## config.mk

```make
export PLATFORM = sky130hd
export DESIGN_NAME = inst_queue
export DESIGN_NICKNAME = d
export VERILOG_FILES = /design/src/rtl/inst_queue_pkg.sv /design/src/rtl/inst_queue_mem.sv /design/src/rtl/inst_queue.sv
export SDC_FILE = /design/constraint.sdc
export NUM_CORES = 2
export LEC_CHECK = 0
export CORE_MARGIN = 1.5
export CORE_UTILIZATION = 40
export CTS_CLUSTER_DIAMETER = 120
export CTS_CLUSTER_SIZE = 12
export DETAILED_ROUTE_END_ITERATION = 10
export RECOVER_POWER = 25
export SLEW_MARGIN = 20
export SYNTH_ARGS = -nofsm -noshare
export SYNTH_HDL_FRONTEND = slang
export SYNTH_HIERARCHICAL = 1
export SYNTH_SLANG_ARGS = --single-unit
```

## constraint.sdc

```tcl
create_clock -name clk -period 7.4 [get_ports clk]
set_input_delay 1.11 -clock clk [delete_from_list [all_inputs] [get_ports clk]]
set_output_delay 1.11 -clock clk [all_outputs]
set_load 0.05 [all_outputs]
```

## src/rtl/inst_queue_pkg.sv

```systemverilog
// Shared widths and the queue entry layout for inst_queue.
// INSTQ_BPU_INFO_EN adds 33-bit branch-prediction info to every entry.
package inst_queue_pkg;

    localparam int InstBus      = 32;
    localparam int InstAddrBus  = 32;
    localparam int BpuInfoWidth = 33;

    // One stored instruction; the prediction field exists only when enabled.
    typedef struct packed {
`ifdef INSTQ_BPU_INFO_EN
        logic [BpuInfoWidth-1:0] bpu;
`endif
        logic [InstAddrBus-1:0]  pc;
        logic [InstBus-1:0]      inst;
    } iq_entry_t;

    localparam int EntryW = $bits(iq_entry_t);

    // Number of set bits in a lane mask of up to four lanes.
    function automatic logic [2:0] popcnt4(input logic [3:0] m);
        popcnt4 = 3'(m[0]) + 3'(m[1]) + 3'(m[2]) + 3'(m[3]);
    endfunction

endpackage

```

## src/rtl/inst_queue_mem.sv

```systemverilog
// Circular entry storage: consecutive-address multi-lane write, and
// multi-lane combinational read, both from a base index that wraps mod DEPTH.
module inst_queue_mem #(
    parameter int DEPTH     = 32,
    parameter int W         = 64,
    parameter int IN_LANES  = 2,
    parameter int OUT_LANES = 2
) (
    input  logic                       clk,
    input  logic [IN_LANES-1:0]        we_i,
    input  logic [$clog2(DEPTH)-1:0]   wbase_i,
    input  logic [IN_LANES*W-1:0]      wdata_i,
    input  logic [$clog2(DEPTH)-1:0]   rbase_i,
    output logic [OUT_LANES*W-1:0]     rdata_o
);
    localparam int AW = $clog2(DEPTH);

    logic [W-1:0] mem_q [DEPTH];

    // Lane k lands at wbase+k; the AW-bit sum wraps naturally past DEPTH-1.
    always_ff @(posedge clk) begin
        for (int k = 0; k < IN_LANES; k++) begin
            if (we_i[k]) begin
                mem_q[wbase_i + AW'(k)] <= wdata_i[k*W +: W];
            end
        end
    end

    for (genvar k = 0; k < OUT_LANES; k++) begin : g_rd
        assign rdata_o[k*W +: W] = mem_q[rbase_i + AW'(k)];
    end

endmodule

```

## src/rtl/inst_queue.sv

```systemverilog
// Instruction queue between fetch and issue: pointers, exact occupancy count,
// back-pressure flags and sticky overflow. Storage lives in inst_queue_mem.
// Optional feature macro: INSTQ_BPU_INFO_EN (per-entry prediction info ports).
module inst_queue
    import inst_queue_pkg::*;
#(
    parameter int DEPTH       = 32,
    parameter int IN_LANES    = 2,
    parameter int OUT_LANES   = 2,
    parameter int AFULL_SLACK = 6
) (
    input  logic                                clk,
    input  logic                                rst_n,
    input  logic                                flush_i,
    input  logic [IN_LANES-1:0]                 push_valid_i,
    input  logic [IN_LANES*InstBus-1:0]         push_inst_i,
    input  logic [IN_LANES*InstAddrBus-1:0]     push_pc_i,
`ifdef INSTQ_BPU_INFO_EN
    input  logic [IN_LANES*BpuInfoWidth-1:0]    push_bpu_i,
`endif
    input  logic [$clog2(OUT_LANES+1)-1:0]      pop_num_i,
    output logic [OUT_LANES-1:0]                out_valid_o,
    output logic [OUT_LANES*InstBus-1:0]        out_inst_o,
    output logic [OUT_LANES*InstAddrBus-1:0]    out_pc_o,
`ifdef INSTQ_BPU_INFO_EN
    output logic [OUT_LANES*BpuInfoWidth-1:0]   out_bpu_o,
`endif
    output logic [$clog2(DEPTH+1)-1:0]          count_o,
    output logic                                empty_o,
    output logic                                full_o,
    output logic                                almost_full_o,
    output logic                                overflow_o
);
    localparam int PW = $clog2(DEPTH);
    localparam int CW = $clog2(DEPTH+1);

    logic [PW-1:0]              head_q, head_d, tail_q, tail_d;
    logic [CW-1:0]              count_q, count_d;
    logic                       overflow_q, overflow_d;
    logic [2:0]                 n_push;
    logic [CW-1:0]              n_pop;
    logic                       push_ok;
    logic [IN_LANES-1:0]        wr_en;
    logic [IN_LANES*EntryW-1:0] wr_data;
    logic [OUT_LANES*EntryW-1:0] rd_data;

    assign n_push = popcnt4(4'(push_valid_i));

    // Accept the whole group only if it fits against the current count; a
    // same-cycle pop is deliberately not credited.
    always_comb begin
        push_ok = ({1'b0, count_q} + (CW+1)'(n_push)) <= (CW+1)'(DEPTH);
    end

    // Pop is clamped to what is present and to the number of output lanes.
    always_comb begin
        n_pop = CW'(pop_num_i);
        if (n_pop > count_q)         n_pop = count_q;
        if (n_pop > CW'(OUT_LANES))  n_pop = CW'(OUT_LANES);
    end

    // Pointer/count/overflow next state; flush overrides push and pop.
    always_comb begin
        head_d     = head_q;
        tail_d     = tail_q;
        count_d    = count_q;
        overflow_d = overflow_q;
        if (flush_i) begin
            head_d     = '0;
            tail_d     = '0;
            count_d    = '0;
            overflow_d = 1'b0;
        end else begin
            if (n_push != 3'd0) begin
                if (push_ok) tail_d = tail_q + PW'(n_push);
                else         overflow_d = 1'b1;
            end
            head_d  = head_q + PW'(n_pop);
            count_d = count_q + (push_ok ? CW'(n_push) : '0) - n_pop;
        end
    end

    // State registers; array contents are intentionally left unreset.
    always_ff @(posedge clk or negedge rst_n) begin
        if (!rst_n) begin
            head_q     <= '0;
            tail_q     <= '0;
            count_q    <= '0;
            overflow_q <= 1'b0;
        end else begin
            head_q     <= head_d;
            tail_q     <= tail_d;
            count_q    <= count_d;
            overflow_q <= overflow_d;
        end
    end

    assign wr_en = push_valid_i & {IN_LANES{push_ok && !flush_i}};

    for (genvar k = 0; k < IN_LANES; k++) begin : g_wr
        iq_entry_t e;
        assign e.inst = push_inst_i[k*InstBus +: InstBus];
        assign e.pc   = push_pc_i[k*InstAddrBus +: InstAddrBus];
`ifdef INSTQ_BPU_INFO_EN
        assign e.bpu  = push_bpu_i[k*BpuInfoWidth +: BpuInfoWidth];
`endif
        assign wr_data[k*EntryW +: EntryW] = e;
    end

    inst_queue_mem #(
        .DEPTH     (DEPTH),
        .W         (EntryW),
        .IN_LANES  (IN_LANES),
        .OUT_LANES (OUT_LANES)
    ) u_mem (
        .clk     (clk),
        .we_i    (wr_en),
        .wbase_i (tail_q),
        .wdata_i (wr_data),
        .rbase_i (head_q),
        .rdata_o (rd_data)
    );

    // Invalid lanes drive zeros so stale array contents never leak to issue.
    for (genvar k = 0; k < OUT_LANES; k++) begin : g_out
        iq_entry_t e;
        assign out_valid_o[k] = count_q > CW'(k);
        assign e = out_valid_o[k] ? iq_entry_t'(rd_data[k*EntryW +: EntryW]) : '0;
        assign out_inst_o[k*InstBus +: InstBus]         = e.inst;
        assign out_pc_o[k*InstAddrBus +: InstAddrBus]   = e.pc;
`ifdef INSTQ_BPU_INFO_EN
        assign out_bpu_o[k*BpuInfoWidth +: BpuInfoWidth] = e.bpu;
`endif
    end

    assign count_o       = count_q;
    assign empty_o       = (count_q == '0);
    assign full_o        = (count_q == CW'(DEPTH));
    assign almost_full_o = (CW'(DEPTH) - count_q) < CW'(AFULL_SLACK);
    assign overflow_o    = overflow_q;

endmodule

```

### After elaboration in Yosys (flattened, before gate mapping)

Memories as Yosys holds them, arrays and structs flattened.
Index checks and enable logic that the tools add are counted.

* bits in registers: 17
* memory bits (writable): 2048
* input bits: 135
* output and inout bits: 140
* memories kept: 1

* $add $sub $neg: 9
* $lt $le $gt $ge: 6
* equal/unequal tests: 2
* muxes and demuxes: 17
* bitwise logic cells: 1
* reduce and logical (&&, ||, !) cells: 8

Memories
* u_mem.mem_q: words 32, bits a word 64, read ports 2, clocked after memory_dff 0, write ports 2, line inst_queue_mem.sv:18 `logic [W-1:0] mem_q [DEPTH];`

Operators by type and width (number)
* 64-bit 2-to-1 mux: 2
* 5-bit 2-to-1 mux: 4
* 6-bit 2-to-1 mux: 3
* 6-bit by 1-bit greater-than comparator with 1-bit output (second input constant): 2
* 5-bit by 1-bit adder with 5-bit output (second input constant): 2
* 6-bit by 2-bit adder with 7-bit output: 1
* 7-bit by 6-bit <= comparator with 1-bit output (second input constant): 1
* 1-bit 2-to-1 mux: 7
* 6-bit by 2-bit adder with 6-bit output: 1
* 6-bit == test (second input constant): 1
* 2-bit by 6-bit greater-than comparator with 1-bit output: 1
* 6-bit by 2-bit greater-than comparator with 1-bit output (second input constant): 1
* 6-bit logical NOT: 1
* 6-bit by 3-bit less-than comparator with 1-bit output (second input constant): 1
* 6-bit subtractor: 1
* 6-bit subtractor (first input constant): 1
* 5-bit by 2-bit adder with 5-bit output: 1
* 5-bit adder: 1
* 2-bit AND reduction: 2
* 2-bit nonzero test: 2
* 3-bit nonzero test: 1
* 1-bit by 1-bit adder with 2-bit output: 1
* 2-bit bitwise AND: 1
* 2-bit 2-to-1 mux: 1
* 3 further kinds: 3

### Longest topological paths before layout

* depth in word-level cells: 7
* mapped depth: 19
* depth with buffers taken out: 19

### Hierarchy

Netlist, hierarchy kept.

Modules (own cells, without submodules)
* inst_queue_mem: times used 1, cells each 6811, area an instance 119269.4 um^2, seq. area each 61499.0 um^2
* inst_queue: times used 1, cells each 312, area an instance 2448.6 um^2, seq. area each 425.4 um^2

### Least setup slack after synthesis

OpenSTA, ideal clock, no wires.

* path kind: input to register
* from: input push_valid_i[0]
* to: memory u_mem.mem_q[4][0] (enable)
* setup time: 0.565 ns
* data arrival time: 8.459 ns
* required time: 6.835 ns
* setup slack: -1.624 ns
* stages on the path: 12
* path through: inv_1 -> ha_1 -> ha_1 -> fa_1 -> or4bb_1 -> o22ai_1 -> o211ai_2 -> or2_1 -> nor3_1 -> nand3_1 -> mux2_2 -> nor3_1

RTL lines
* start, declared: line inst_queue.sv:15 `input logic [IN_LANES-1:0] push_valid_i,`
* end, declared: line inst_queue_mem.sv:18

==> impl_metrics.json <==
{
  "clock_path_buffers": 4,
  "grt_max_degree": 128,
  "crit_path_end_kind": "register",
  "holdWs_ps": 526,
  "drive_gt1_frac": 0.554,
  "cts_setup_buffers": 0,
  "clkLatencyLatePin_ps": 900,
  "antenna_left": 0,
  "grt_setup_unrepaired": "no",
  "netlist_instances": 7123,
  "ios": 275,
  "layout_worst_path_cycle_share": 0.980,
  "min_period_ps": 7260,
  "synth.most_common_cell": "mux2_2",
  "yosysWarnings": 6,
  "crit_chain": "dlygate4sd3_1 -> inv_1 -> ha_1 -> ha_1 -> fa_1 -> or4bb_1 -> o22ai_1 -> o211ai_1 -> or2_0 -> nor3_1 -> clkbuf_1 -> and3_1 -> nand2_1 -> o21ai_0 -> buf_2",
  "first_iter_violations": 9055,
  "drt-total-wl_um": 434000,
  "path_clk_slew_ps": 60,
  "holdBufCountCts": 0,
  "synth_top_cells_by_area": "edfxtp_1 (51%), mux4_2 (21%), mux2_2 (20%)",
  "finalSetupViolCount": 0,
  "grt_overflow": 0,
  "critPathRequiredTime_ps": 7850,
  "slowest_stage": "buf_2",
  "cap_violations": 39,
  "dp_hpwl_um": 245000,
  "yosysTopAreaCell": "edfxtp_1",
  "min-delay-path-class": "register to register",
  "finalMaxSlewViolations": 1100,
  "cp.arrival_ps": 7700,
  "failed_checks": "capacitance limit, slew limit",
  "synth-edff-count": 2048,
  "root_buffer": "clkbuf_16",
  "synth_ff_type": "edfxtp_1",
  "async_reset_ff_frac": 0.00823,
  "cts_resized": 0,
  "finalSetupTns_ps": 0,
  "io_buffer_count": 274,
  "cts_tree": "yes",
  "cts_buffers": 196,
  "track_usage": 0.277,
  "fmax_ghz": 0.138,
  "total_power_mw": 47.5,
  "num-nets-final": 7115,
  "rows": 202,
  "startpoint_type": "input pin",
  "antenna_found_initial": 43,
  "crit_fanout": 42,
  "initial_core_util": 0.402,
  "area.growth.synth_to_final_pct": 10.5,
  "via_per_inst": 6.77,
  "grt_pass1_vias": 75300,
  "gp_congestion": 0.830,
  "drt_first_pass_iters": 5,
  "worst_pin_slew_ps": 2520,
  "ys_seq_area_frac": 0.509,
  "wl_per_cell_um": 39.5,
  "htree_levels": 4,
  "cts_sinks": 2065,
  "synth_common_cells": "mux2_2 (2115), edfxtp_1 (2048), mux4_2 (1152)",
  "p_leak_nw": 41.5,
  "hold_viol": 0,
  "vias": 74300,
  "syn_area_um2": 122000,
  "path_class": "input pin to register",
  "max_slew_margin": -0.683,
  "synth-seq-cells": 2065,
  "die_w_um": 555,
  "die_area_um2": 308000,
  "synth.distinct_cells": 59,
  "power_density_nw_per_um2": 353,
  "crit_top_cell": "ha_1",
  "core_area_um2": 303000,
  "die_h_um": 555,
  "grt_first_pass_wirelength_um": 602000,
  "synth.top_cell.area_share": 0.505,
  "drc_errors": 0,
  "fin_skew_ps": 59.7,
  "peakVddDrop_uv": 410,
  "status": "finished, violations left",
  "synth_area_per_cell_um2": 17.1,
  "critPathMaxStageDelay_ps": 1580,
  "final_util": 0.444
}
-- metal layers --
| layer | GRT usage | wire [µm] | vias up |
|---|---|---|---|
| li1 | - | - | 28800 |
| met5 | 0 | 113 | - |
| met2 | 0.438 | 203000 | 4212 |
| met4 | 0.117 | 20800 | 18 |
| met1 | 0.376 | 171000 | 40400 |
| met3 | 0.0493 | 38900 | 918 |
-- final cells by class --
type | instances | area, µm²
repair buffers | 560 | 5850
clock buffers | 217 | 5000
multi-input cells | 4107 | 56300
inverters | 20 | 75.1
clock inverters | 15 | 269
flip-flops and latches | 2065 | 61900
fillers | 26200 | 168000
well taps | 3978 | 4980
diodes | 20 | 50.0
-- registers in the layout, summed over array words and instances (netlist names) --
name	count
count_o	6
head_q	5
tail_q	5
u_mem/mem_q	2048
overflow_o	1
-- worst max-delay path, delay by kind of cell --
kind                       cells  cell delay [ps]
buffers and inverters          4             2470
adders and majority gates      3             1080
AOI/OAI and AO/OA              3              700
and+or+nand+nor                5             2280
-- kinds of logic after synthesis --
| family | share of synthesized area |
|---|---|
| simple gates | 0.0171 |
| xor+xnor | 0.00120 |
| flops | 0.509 |
| other cells | 0.0000617 |
| fa+ha+maj | 0.00339 |
| buf+inv | 0.0324 |
| mux | 0.424 |
| compound gates | 0.0127 |
-- cell usage in the layout, fill, tap and decap left out, drive strengths merged, types with 11 or more instances in the layout --
cell type and count:
nand2b 13, clkdlybuf4s50 208, edfxtp 2048, nor2b 11, a21oi 12, clkbuf 266
a221oi 55, ha 25, dfrtp 17, mux4 1152, diode 20, mux2i 187
nand2 162, nor2 58, dlygate4sd3 13, and2 142, a32o 55, mux2 2117
buf 289, inv 27
-- metrics by stage --
stage | instance area, µm² | setup slack [ps] | instances
finish | 134000 | 145 | 11000
global route | 134000 | 215 | 11000
CTS | 135000 | 310 | 11000
detailed placement | 130000 | 608 | 10700
global placement | 130000 | 464 | 10700
floorplan | 122000 | 5.65 | 7126
-- report_power, final --
part	leakage [nW]	internal (mW)	total (mW)	switching (mW)
Clock	2.57	4.83	9.39	4.55
Sequential	18.6	13.2	13.6	0.388
Combinational	20.2	10.2	24.5	14.3
-- final timing paths --
kind	from	end	slack (ps)	cells past startpoint
min in group asynchronous	rst_n	tail_q[1]	760	1
max in group asynchronous	rst_n	head_q[4]	6010	1
min reg2reg	overflow_o	overflow_o	530	2
max	push_valid_i[0]	u_mem/mem_q[8][20]	140	15
min	overflow_o	overflow_o	530	2
max reg2reg	count_o[0]	u_mem/mem_q[8][20]	790	12
Power figures use the tool's default switching activity.
